**src/rtl/cpu_pkg.sv**
```systemverilog
// Shared CPU definitions: datapath widths, fetch FSM states and the opcode
// constants used by both the fetch unit and the main control decoder.
package cpu_pkg;

    localparam int OPCODE_W = 6;
    localparam int INSTR_W  = 32;
    localparam int PC_W     = 32;

    typedef enum logic [1:0] {
        IDLE = 2'd0,
        WAIT = 2'd1,
        DROP = 2'd2
    } fetch_state_t;

    localparam logic [OPCODE_W-1:0] OP_RTYPE = 6'h00;
    localparam logic [OPCODE_W-1:0] OP_J     = 6'h02;
    localparam logic [OPCODE_W-1:0] OP_BEQ   = 6'h04;
    localparam logic [OPCODE_W-1:0] OP_ADDI  = 6'h08;
    localparam logic [OPCODE_W-1:0] OP_LW    = 6'h23;
    localparam logic [OPCODE_W-1:0] OP_SW    = 6'h2B;

    function automatic logic [OPCODE_W-1:0] opcode_of(input logic [INSTR_W-1:0] instr);
        return instr[INSTR_W-1 -: OPCODE_W];
    endfunction

endpackage

```
**src/rtl/fetch_queue.sv**
```systemverilog
// Small prefetch FIFO of {pc, instr} pairs; flush empties it and overrides
// any push or pop requested in the same cycle.
module fetch_queue
    import cpu_pkg::*;
#(
    parameter  int DEPTH = 2,
    localparam int CNT_W = $clog2(DEPTH + 1)
) (
    input  logic               clk,
    input  logic               rst,
    input  logic               push_i,
    input  logic               pop_i,
    input  logic               flush_i,
    input  logic [PC_W-1:0]    push_pc_i,
    input  logic [INSTR_W-1:0] push_instr_i,
    output logic [PC_W-1:0]    head_pc_o,
    output logic [INSTR_W-1:0] head_instr_o,
    output logic [CNT_W-1:0]   count_o,
    output logic               full_o,
    output logic               empty_o
);

    localparam int PTR_W = $clog2(DEPTH);
    localparam int ENT_W = PC_W + INSTR_W;

    logic [ENT_W-1:0] mem_q [DEPTH];
    logic [PTR_W-1:0] rd_ptr_q, wr_ptr_q;
    logic [CNT_W-1:0] count_q;
    logic             do_push, do_pop;

    function automatic logic [PTR_W-1:0] next_ptr(input logic [PTR_W-1:0] p);
        return (p == PTR_W'(DEPTH - 1)) ? '0 : p + PTR_W'(1);
    endfunction

    assign full_o  = (count_q == CNT_W'(DEPTH));
    assign empty_o = (count_q == '0);
    assign count_o = count_q;
    assign do_pop  = pop_i && !empty_o;
    assign do_push = push_i && (!full_o || do_pop);

    // Storage is reset so the head outputs read as zero straight out of reset.
    generate
        for (genvar gi = 0; gi < DEPTH; gi++) begin : g_entry
            always_ff @(posedge clk or posedge rst) begin
                if (rst) begin
                    mem_q[gi] <= '0;
                end else if (!flush_i && do_push && (wr_ptr_q == PTR_W'(gi))) begin
                    mem_q[gi] <= {push_pc_i, push_instr_i};
                end
            end
        end
    endgenerate

    always_ff @(posedge clk or posedge rst) begin
        if (rst) begin
            rd_ptr_q <= '0;
            wr_ptr_q <= '0;
            count_q  <= '0;
        end else if (flush_i) begin
            rd_ptr_q <= '0;
            wr_ptr_q <= '0;
            count_q  <= '0;
        end else begin
            if (do_push) wr_ptr_q <= next_ptr(wr_ptr_q);
            if (do_pop)  rd_ptr_q <= next_ptr(rd_ptr_q);
            count_q <= count_q + CNT_W'(do_push) - CNT_W'(do_pop);
        end
    end

    assign head_pc_o    = mem_q[rd_ptr_q][ENT_W-1 -: PC_W];
    assign head_instr_o = mem_q[rd_ptr_q][INSTR_W-1:0];

endmodule

```
**src/rtl/instr_fetch.sv**
```systemverilog
// Instruction fetch unit: one outstanding instruction-memory read, a prefetch
// queue toward decode, and redirect handling that discards stale responses.
module instr_fetch
    import cpu_pkg::*;
#(
    parameter logic [31:0] PC_RESET = 32'h0040_0000,
    parameter int          DEPTH    = 2
) (
    input  logic                clk,
    input  logic                rst,
    output logic                imem_req,
    output logic [PC_W-1:0]     imem_addr,
    input  logic                imem_ack,
    input  logic [INSTR_W-1:0]  imem_rdata,
    input  logic                redirect,
    input  logic [PC_W-1:0]     redirect_pc,
    output logic                if_valid,
    input  logic                if_ready,
    output logic [INSTR_W-1:0]  if_instr,
    output logic [OPCODE_W-1:0] if_opcode,
    output logic [PC_W-1:0]     if_pc
);

    localparam int CNT_W = $clog2(DEPTH + 1);

    fetch_state_t     state_q, state_d;
    logic [PC_W-1:0]  fetch_pc_q, fetch_pc_d;
    logic [CNT_W-1:0] q_count, count_next;
    logic             q_full, q_empty;
    logic             push, pop;

    assign pop        = if_valid && if_ready;
    assign count_next = q_count + CNT_W'(1) - CNT_W'(pop);

    always_comb begin
        state_d    = state_q;
        fetch_pc_d = fetch_pc_q;
        push       = 1'b0;
        case (state_q)
            IDLE: begin
                if (redirect)     fetch_pc_d = redirect_pc;
                else if (!q_full) state_d    = WAIT;
            end
            WAIT: begin
                if (redirect) begin
                    // A response arriving with the redirect is stale; without
                    // one, the request is still in flight and must be dropped.
                    fetch_pc_d = redirect_pc;
                    state_d    = imem_ack ? IDLE : DROP;
                end else if (imem_ack) begin
                    push       = 1'b1;
                    fetch_pc_d = fetch_pc_q + PC_W'(4);
                    state_d    = (count_next < CNT_W'(DEPTH)) ? WAIT : IDLE;
                end
            end
            DROP: begin
                if (redirect) fetch_pc_d = redirect_pc;
                if (imem_ack) state_d    = IDLE;
            end
            default: state_d = IDLE;
        endcase
    end

    always_ff @(posedge clk or posedge rst) begin
        if (rst) begin
            state_q    <= IDLE;
            fetch_pc_q <= PC_RESET;
        end else begin
            state_q    <= state_d;
            fetch_pc_q <= fetch_pc_d;
        end
    end

    fetch_queue #(.DEPTH(DEPTH)) u_queue (
        .clk          (clk),
        .rst          (rst),
        .push_i       (push),
        .pop_i        (pop),
        .flush_i      (redirect),
        .push_pc_i    (fetch_pc_q),
        .push_instr_i (imem_rdata),
        .head_pc_o    (if_pc),
        .head_instr_o (if_instr),
        .count_o      (q_count),
        .full_o       (q_full),
        .empty_o      (q_empty)
    );

    assign imem_req  = (state_q != IDLE);
    assign imem_addr = fetch_pc_q;
    assign if_valid  = !q_empty;
    assign if_opcode = opcode_of(if_instr);

endmodule

```
**config.mk**
```make
export PLATFORM = sky130hd
export DESIGN_NAME = instr_fetch
export DESIGN_NICKNAME = d
export VERILOG_FILES = /design/src/rtl/cpu_pkg.sv /design/src/rtl/fetch_queue.sv /design/src/rtl/instr_fetch.sv
export SDC_FILE = /design/constraint.sdc
export NUM_CORES = 1
export LEC_CHECK = 0
export CORE_MARGIN = 3
export CORE_UTILIZATION = 40
export CTS_BUF_LIST = sky130_fd_sc_hd__clkbuf_4
export DETAILED_ROUTE_END_ITERATION = 12
export MAX_ROUTING_LAYER = met4
export SLEW_MARGIN = 10
export SYNTH_ARGS = -nofsm -noshare
export SYNTH_HDL_FRONTEND = slang
export SYNTH_HIERARCHICAL = 1
export SYNTH_SLANG_ARGS = --single-unit
```
**constraint.sdc**
```tcl
create_clock -name clk -period 13.6 [get_ports clk]
set_input_delay 3.4 -clock clk [delete_from_list [all_inputs] [get_ports clk]]
set_output_delay 3.4 -clock clk [all_outputs]
set_load 0.02 [all_outputs]
```
==> impl_metrics.json <==
{
  "htree_levels": 4,
  "mostFrequentLayoutCells": "172 x clkdlybuf4s50_1, 164 x dfrtp_1, 148 x mux2_2",
  "cts_tree": "done",
  "setup.worst_path.start_class": "primary input",
  "swShare_pct": 34.03,
  "ir_drop_mv": 0.06095,
  "final_nets": 877,
  "antenna_left": 0,
  "final_layout_size_suffix_gt1_share_pct": 31.26,
  "grt_pass1_vias": 6291,
  "p_switching_uw": 517.8,
  "grt_pass1_wl_mm": 33.87,
  "combPwrFrac_pct": 36.5,
  "start_util_pct": 40.91,
  "async_flop_share_pct": 100.0,
  "area_growth_pct": 26.20,
  "min_period_over_period_pct": 45.52,
  "clk_path_buf_depth": 2,
  "slew_violations": 0,
  "synth_top_area_share_pct": 49.71,
  "arrival_ns": 6.62,
  "grt_max_degree": 71,
  "power_frac_clock_pct": 19.1,
  "antenna_found_initial": 1,
  "die_area_mm2": 0.02253,
  "fin_area_mm2": 0.01048,
  "vias": 5989,
  "internal-power_mw": 1.004,
  "place.detailed.hpwl_mm": 14.16,
  "numCtsBuffers": 17,
  "critPathMaxFanout": 54,
  "placed_area_mm2": 0.01019,
  "max_freq_mhz": 161.5,
  "finalHoldViolCount": 0,
  "syn-num-nets": 723,
  "gp_congestion": 0.8616,
  "setup_tns_ns": 0,
  "synth.avg_cell_area_um2": 12.74,
  "synth_area_mm2": 0.008305,
  "final_core_util_pct": 51.63,
  "synth_seq_area_share_pct": 50.03,
  "ys_warn_count": 6,
  "finalClockSkew_ns": 0.01691,
  "finalSetupViolations": 0,
  "vias_per_cell": 5.494,
  "num_rows": 52,
  "end_kind": "flip-flop",
  "coreArea_mm2": 0.02030,
  "drt_iter0_drc": 355,
  "grt_setup_unrepaired": "false",
  "hp-class": "reg2reg",
  "yosysTopAreaCell": "dfrtp_1",
  "first_pass_iters": 5,
  "power_density_mw_per_mm2": 145.2,
  "power_mw": 1.522,
  "synthCells": 652,
  "status": "completed",
  "post_cts_buffers": 0,
  "synth_ff_type": "dfrtp_1",
  "worstHoldPathCells": 1,
  "dpl_worst_slack_ns": 6.808,
  "wl_per_cell_um": 19.30,
  "synth_edf_count": 0,
  "synth-seq-cells": 166,
  "netlist_top_cells_area": "dfrtp_1 50%, mux2_2 20%, mux2_4 8.9%",
  "setup_slack_ns": 7.409,
  "worstMarginPinSlew_ns": 0.9961,
  "clk_pin_slew_ns": 0.14,
  "crit_type": "in2reg",
  "layout_commonest_cell": "clkdlybuf4s50_1",
  "cp.required_ns": 14.03,
  "period_needed_ns": 6.191,
  "p_leak_nw": 4.544,
  "cts-root-buf": "clkbuf_4",
  "io_buffers": 172,
  "place_inst": 1057,
  "ios": 173,
  "wirelength_mm": 21.04,
  "chipHeight_um": 150.1,
  "seqPwrFrac_pct": 44.4,
  "grt_overflow": 0,
  "maxCapViolCount": 0,
  "ff2ff_path_depth": 7,
  "synth_cell_type_count": 61,
  "grt_use_total_pct": 19.56,
  "r2r_setup_slack_ns": 10.35,
  "whs_ns": 0.5177,
  "ctsHoldBuffers": 0,
  "ctsResizeCount": 0,
  "cts.sinks": 166,
  "worstSkewPairLatency_ns": 0.55,
  "finalNonFillerCells": 1090,
  "die_w_um": 150.1,
  "maxSlewHeadroom_pct": 33.59,
  "post-route-drc-count": 0
}
## final timing paths
kind,start,endpoint
max reg2reg,state_q[0]$_DFFE_PP0P_,u_queue/mem_q[2]$_DFFE_PP0P_
min in group asynchronous,rst,u_queue/mem_q[42]$_DFFE_PP0P_
max in group asynchronous,rst,u_queue/rd_ptr_q$_DFFE_PP0P_
max,redirect,u_queue/mem_q[2]$_DFFE_PP0P_
min,u_queue/mem_q[10]$_DFFE_PP0P_,u_queue/mem_q[10]$_DFFE_PP0P_
min reg2reg,u_queue/mem_q[10]$_DFFE_PP0P_,u_queue/mem_q[10]$_DFFE_PP0P_
## cell type report
class / count / area [um^2]
tap: 270 / 337.8
antenna: 1 / 2.502
clock buffer: 17 / 127.6
multi-input combinational: 430 / 3869
inverter: 10 / 42.54
fill: 1838 / 9818
clock inverter: 15 / 156.4
sequential: 166 / 4156
timing repair buffer: 181 / 1789
## cell families (layout without fill, tap and decap cells)
group | count (synthesis) | count (layout) | share of synthesized area (%)
adders and majority gates | 2 | 2 | 0.3012
other | 0 | 1 | 0
muxes | 197 | 197 | 28.92
AOI/OAI and AO/OA | 93 | 93 | 7.623
xor gates and xnor gates | 3 | 3 | 0.3164
and+or+nand+nor | 135 | 135 | 9.310
buffers and inverters | 56 | 223 | 3.495
DFF | 166 | 166 | 50.03
## power by group through the flow
stage | sequential, mW | clock (mW) | combinational, mW
floorplan | 0.671 | 0 | 0.326
global placement | 0.677 | 0 | 0.554
detailed placement | 0.685 | 0 | 0.560
CTS | 0.676 | 0.304 | 0.563
global route | 0.692 | 0.331 | 0.589
finish | 0.676 | 0.291 | 0.555
## metal layers
| layer | wire length (um) | global-route usage, % | vias to the layer above |
|---|---|---|---|
| met5 | 0 | - | - |
| met4 | 331 | 5.672 | 0 |
| met3 | 883 | 3.341 | 21 |
| met2 | 10590 | 32.28 | 192 |
| met1 | 9232 | 24.96 | 3054 |
| li1 | - | - | 2722 |
## flip-flops by register name, indices dropped and copies added, names as in the netlist
signal / flops
imem_addr: 32
u_queue/rd_ptr_q: 1
u_queue/wr_ptr_q: 1
u_queue/mem_q: 128
u_queue/count_o: 2
state_q: 2
## cells in the mapped netlist (all sizes together) (2+ instances only)
cell type / number
or4: 2
o31ai: 2
o32ai: 2
nand4: 17
o22ai: 8
and2: 7
o211ai: 4
a32oi: 5
nand2b: 4
buf: 23
or3: 2
clkbuf: 23
nor2: 22
and4: 6
and3: 2
a21oi: 21
o21ai: 17
nor2b: 8
nand2: 26
or2: 4
xor2: 3
mux2: 197
ha: 2
nor4: 7
a31oi: 6
inv: 9
nor3: 11
dfrtp: 165
a41o: 3
a31o: 2
a311oi: 3
a2bb2oi: 4
nand3: 13
a211oi: 5
## critical path, stage by stage
cell             delay [ns]
clkdlybuf4s50_1        0.39
buf_4                  0.22
nand3b_1               0.22
or2_2                  0.34
clkinv_1               0.26
nand2_1                0.14
nor3_4                 0.46
buf_4                  0.71
mux2_2                 0.41
(Power assumes the default switching activity.)
==> RTL change 1, RTL diff (same settings) <==
Change the package constant `OPCODE_W` from 6 to 12.
--- a/src/rtl/cpu_pkg.sv
+++ b/src/rtl/cpu_pkg.sv
@@ -4,3 +4,3 @@
 
-    localparam int OPCODE_W = 6;
+    localparam int OPCODE_W = 12;
     localparam int INSTR_W  = 32;
Interface: changed (resized if_opcode); port bits go from 173 to 179. The function was not compared with the original's and may differ.
==> RTL change 1 against the unedited design <==
Die area grew 0.52%. Sequential cell count did not move. Total power increased by 1.4%. Design area rose by 0.60%. Non-clock buffer count is 6 higher. Area after synthesis is 0.54% higher. Setup slack worse by 30 ps. Wire length up 1.1%. Critical path type unchanged. Critical endpoint is now u_queue/mem_q[113]$_DFFE_PP0P_. Largest power group unchanged.
==> RTL change 1: results (changes against the unedited design) <==
R2R Path End u_queue/mem_q[113]$_DFFE_PP0P_; multiplexer area fraction after synthesis 0.288 (-0.00156); Critical Path Start redirect; Net Sw Power 0.517 mW (-0.12%); Via Count 5991 (+0.033%); Syn Inst Count 658 (+0.92%); comb pwr 0.574 mW (+3%); largest net degree at the start of global routing 70 (-1.4%); Synth Area in Compound Gates 0.0758 (-0.000411); Layout Nets 883 (+0.68%); vias in the first global route 6057 (-3.7%); worst-path fanout max 57 (+5.6%); gpl congestion 0.870 (+1.0%); status completed; Layout Skew 22.6 ps (+5.68 ps); post-placement cell count 1063 (+0.57%); measured slew at the worst slew-check pin 1080 ps (+84.1 ps); hpwl dp 14.2 mm (+0.13%); Routed WL 21.3 mm (+1.1%); Peak VDD IR 0.0541 mV (-11%); IO buf count 178 (+3.5%); share of layout cells above drive strength 1 0.309 (-0.00349); Post-Synth Adder-Cell Area 0.00300 (-0.0000163); critical path data arrival time 6650 ps (+30 ps); initial DRC count 305 (-14%); Max stage delay on crit path 840 ps (+130 ps); hold path endpoint u_queue/mem_q[117]$_DFFE_PP0P_; vias per cell 5.47 (-0.51%); Fillers 1755 (-4.5%); dpl ws 6830 ps (+24.1 ps); xor-xnor portion of the synthesized cell area 0.00315 (-0.0000171); Net Sw Frac 0.335 (-0.00516); Reg2Reg Depth 6 (-1); top cells by area, synth dfrtp_1 49%, mux2_2 20%, mux2_4 8.8%, a21oi_1 1.3%, nand4_1 1.2%; post-place instance area 10300 µm² (+0.59%); Worst R2R Setup Slack 10460 ps (+110 ps)
==> RTL change 1: per-layer routing <==
metal,GRT usage,vias up,share of wire
met5,-,-,0
met4,0.0435,0,0.0093
met3,0.0364,15,0.057
met2,0.310,219,0.49
met1,0.253,3022,0.44
li1,-,2735,-
==> RTL change 1: logic make-up after synthesis <==
group / Yosys count
xor+xnor: 3
compound gates: 93
fa+ha+maj: 2
simple gates: 135
buf+inv: 62
mux: 197
flops: 166
==> RTL change 1: layout make-up <==
| type | count | area [µm²] | share of cell area |
|---|---|---|---|
| multi-input cells | 430 | 3870 | 0.367 |
| clock inverters | 14 | 151 | 0.0144 |
| inverters | 10 | 42.5 | 0.00403 |
| well taps | 270 | 338 | 0.0320 |
| repair buffers | 187 | 1850 | 0.175 |
| diodes | 1 | 2.50 | 0.000237 |
| clock buffers | 18 | 135 | 0.0128 |
| flip-flops and latches | 166 | 4160 | 0.394 |
==> RTL change 1: worst max-delay path: cells and delay by family <==
kind                   cells  cell delay, ps
AND/OR/NAND/NOR            3             800
buffers and inverters      4            1960
multiplexers               1             410
==> RTL change 1: worst max-delay path by stage <==
stage / slack (ps) / cells after the start / end
CTS: 7440 / 8 / u_queue/mem_q[113]$_DFFE_PP0P_
detailed placement: 6830 / 8 / u_queue/mem_q[115]$_DFFE_PP0P_
global placement: 6920 / 8 / u_queue/mem_q[112]$_DFFE_PP0P_
floorplan: 6670 / 1 / u_queue/count_o[0]$_DFF_PP0_
global route: 7290 / 8 / u_queue/mem_q[113]$_DFFE_PP0P_
finish: 7380 / 8 / u_queue/mem_q[113]$_DFFE_PP0P_
==> RTL change 2, RTL diff (same settings) <==
Without the edit above. Re-encode `fetch_state_t` (3 states) as one-hot, 3 bits wide.
--- a/src/rtl/cpu_pkg.sv
+++ b/src/rtl/cpu_pkg.sv
@@ -8,6 +8,6 @@
 
-    typedef enum logic [1:0] {
-        IDLE = 2'd0,
-        WAIT = 2'd1,
-        DROP = 2'd2
+    typedef enum logic [2:0] {
+        IDLE = 3'b001,
+        WAIT = 3'b010,
+        DROP = 3'b100
     } fetch_state_t;
Formal check against the unedited RTL: no difference found for any inputs over 4 cycles, from zero or initial values and one cycle with rst high; so few cycles prove little.
==> RTL change 2 against the unedited design <==
Cell count grew 0.92%. Worst hold slack gained 2.7 ps. Core utilization shrank 0.13 points. Die area grew 1.1%. Total power grew 39%. Design area grew 0.38%. Sequential share of layout area grew 0.099 points. Setup slack lost 690 ps. Sequential cell count grew 1. Global-route usage shrank 0.11 points. Area after synthesis grew 1.2%. Wire length is essentially flat. Clock power grew 2%.
==> RTL change 2: results (changes against the unedited design) <==
M1 WL 9.60 mm (+4.0%); Critical Path Start redirect; CTS clock-pin slew for the worst setup and hold paths 140 ps (about the same); Seq/Total Area, Yosys 0.498 (-0.00276); share of layout cells above drive strength 1 0.304 (-0.00860); Tot GR Track Use 0.194 (-0.00113); worst-path fanout max 44 (-19%); CTS Buf Count 17 (unchanged); vias per cell 5.40 (-1.7%); Peak VDD IR 0.0938 mV (+54%); drt wl/cell 19.1 µm (-0.98%); hpwl dp 14.1 mm (-0.18%); post-placement cell count 1067 (+0.95%); Synth cell types 63 (+3.3%); WL met3 1.02 mm (+16%); top cells by count, synth 165 x dfrtp_1, 144 x mux2_2, 49 x mux2_4; post-place instance area 10200 µm² (+0.34%); Post-synth top flop dfrtp_1; Leakage 4.70 nW (+3.5%); status completed; largest net degree at the start of global routing 68 (-4.2%); top cells by area, synth dfrtp_1 49%, mux2_2 19%, mux2_4 8.8%, nand2_1 1.6%, a21oi_1 1.5%; clock latency on the worst-skew pair 570 ps (+20 ps); initial DRC count 344 (-3.1%); Layout Skew 23.7 ps (+6.83 ps); measured slew at the worst slew-check pin 1090 ps (+96.7 ps); critical path data arrival time 7340 ps (+720 ps); syn nets 737 (+1.9%); R2R Path Start state_q[2]$_DFFE_PP0P_; Syn Inst Count 666 (+2.1%); gpl congestion 0.817 (-5.2%); R2R Path End u_queue/mem_q[57]$_DFFE_PP0P_; vias in the first global route 6219 (-1.1%); Layout Nets 887 (+1.1%); met2 routed WL 10.1 mm (-5.0%); Worst R2R Setup Slack 9870 ps (-480 ps); Routed WL 21.0 mm (about the same)
-- RTL change 2: worst min-delay path by stage --
stage | from | end | slack, ps | depth (start not counted)
6_report | u_queue/mem_q[60]$_DFFE_PP0P_ | u_queue/mem_q[60]$_DFFE_PP0P_ | 520 | 1
5_1_grt | u_queue/mem_q[118]$_DFFE_PP0P_ | u_queue/mem_q[118]$_DFFE_PP0P_ | 530 | 1
4_1_cts | u_queue/mem_q[118]$_DFFE_PP0P_ | u_queue/mem_q[118]$_DFFE_PP0P_ | 520 | 1
3_5_place_dp | u_queue/mem_q[53]$_DFFE_PP0P_ | u_queue/mem_q[53]$_DFFE_PP0P_ | 490 | 1
3_3_place_gp | u_queue/mem_q[18]$_DFFE_PP0P_ | u_queue/mem_q[18]$_DFFE_PP0P_ | 480 | 1
2_1_floorplan | u_queue/mem_q[20]$_DFFE_PP0P_ | u_queue/mem_q[20]$_DFFE_PP0P_ | 470 | 1
-- RTL change 2: kinds of logic after synthesis --
kind of cell	share of synthesized area
buffers and inverters	0.0387
DFF	0.498
adders and majority gates	0.00298
AOI/OAI and AO/OA	0.0707
and+or+nand+nor	0.103
xor gates and xnor gates	0.00417
muxes	0.283
-- RTL change 2: power by group --
part	switching [mW]	internal [mW]	total (mW)
sequential	0.171	0.647	0.819
clock	0.198	0.0986	0.296
combinational	0.478	0.527	1.00
total	0.847	1.27	2.12
-- RTL change 2: cell type report --
class	count	area, µm²
Antenna cell	1	2.50
Timing Repair Buffer	179	1770
Inverter	7	31.3
Clock inverter	15	161
Sequential cell	167	4180
Fill cell	1814	9910
Clock buffer	17	128
Multi-Input combinational cell	444	3900
Tap cell	270	338
-- RTL change 2: routing by layer --
layer  global-route usage  vias to the layer above
met5                    -                        -
met3               0.0446                       22
met4               0.0462                        0
li1                     -                     2733
met1                0.257                     3018
met2                0.307                      166
-- RTL change 2: per-stage QoR --
step | worst slack (ps) | utilization
3_5_place_dp | 6000 | 0.501
2_1_floorplan | 6670 | -
6_report | 6720 | 0.515
4_1_cts | 6620 | 0.515
5_1_grt | 6510 | 0.515
3_3_place_gp | 6210 | 0.501
-- RTL change 2: critical path, cell delays in order --
cell and delay [ps]:
clkdlybuf4s50_1 900, o21bai_4 110, or3_1 560, inv_1 280, nand2_1 130, nor3_4 830, buf_4 670, mux2_2 400
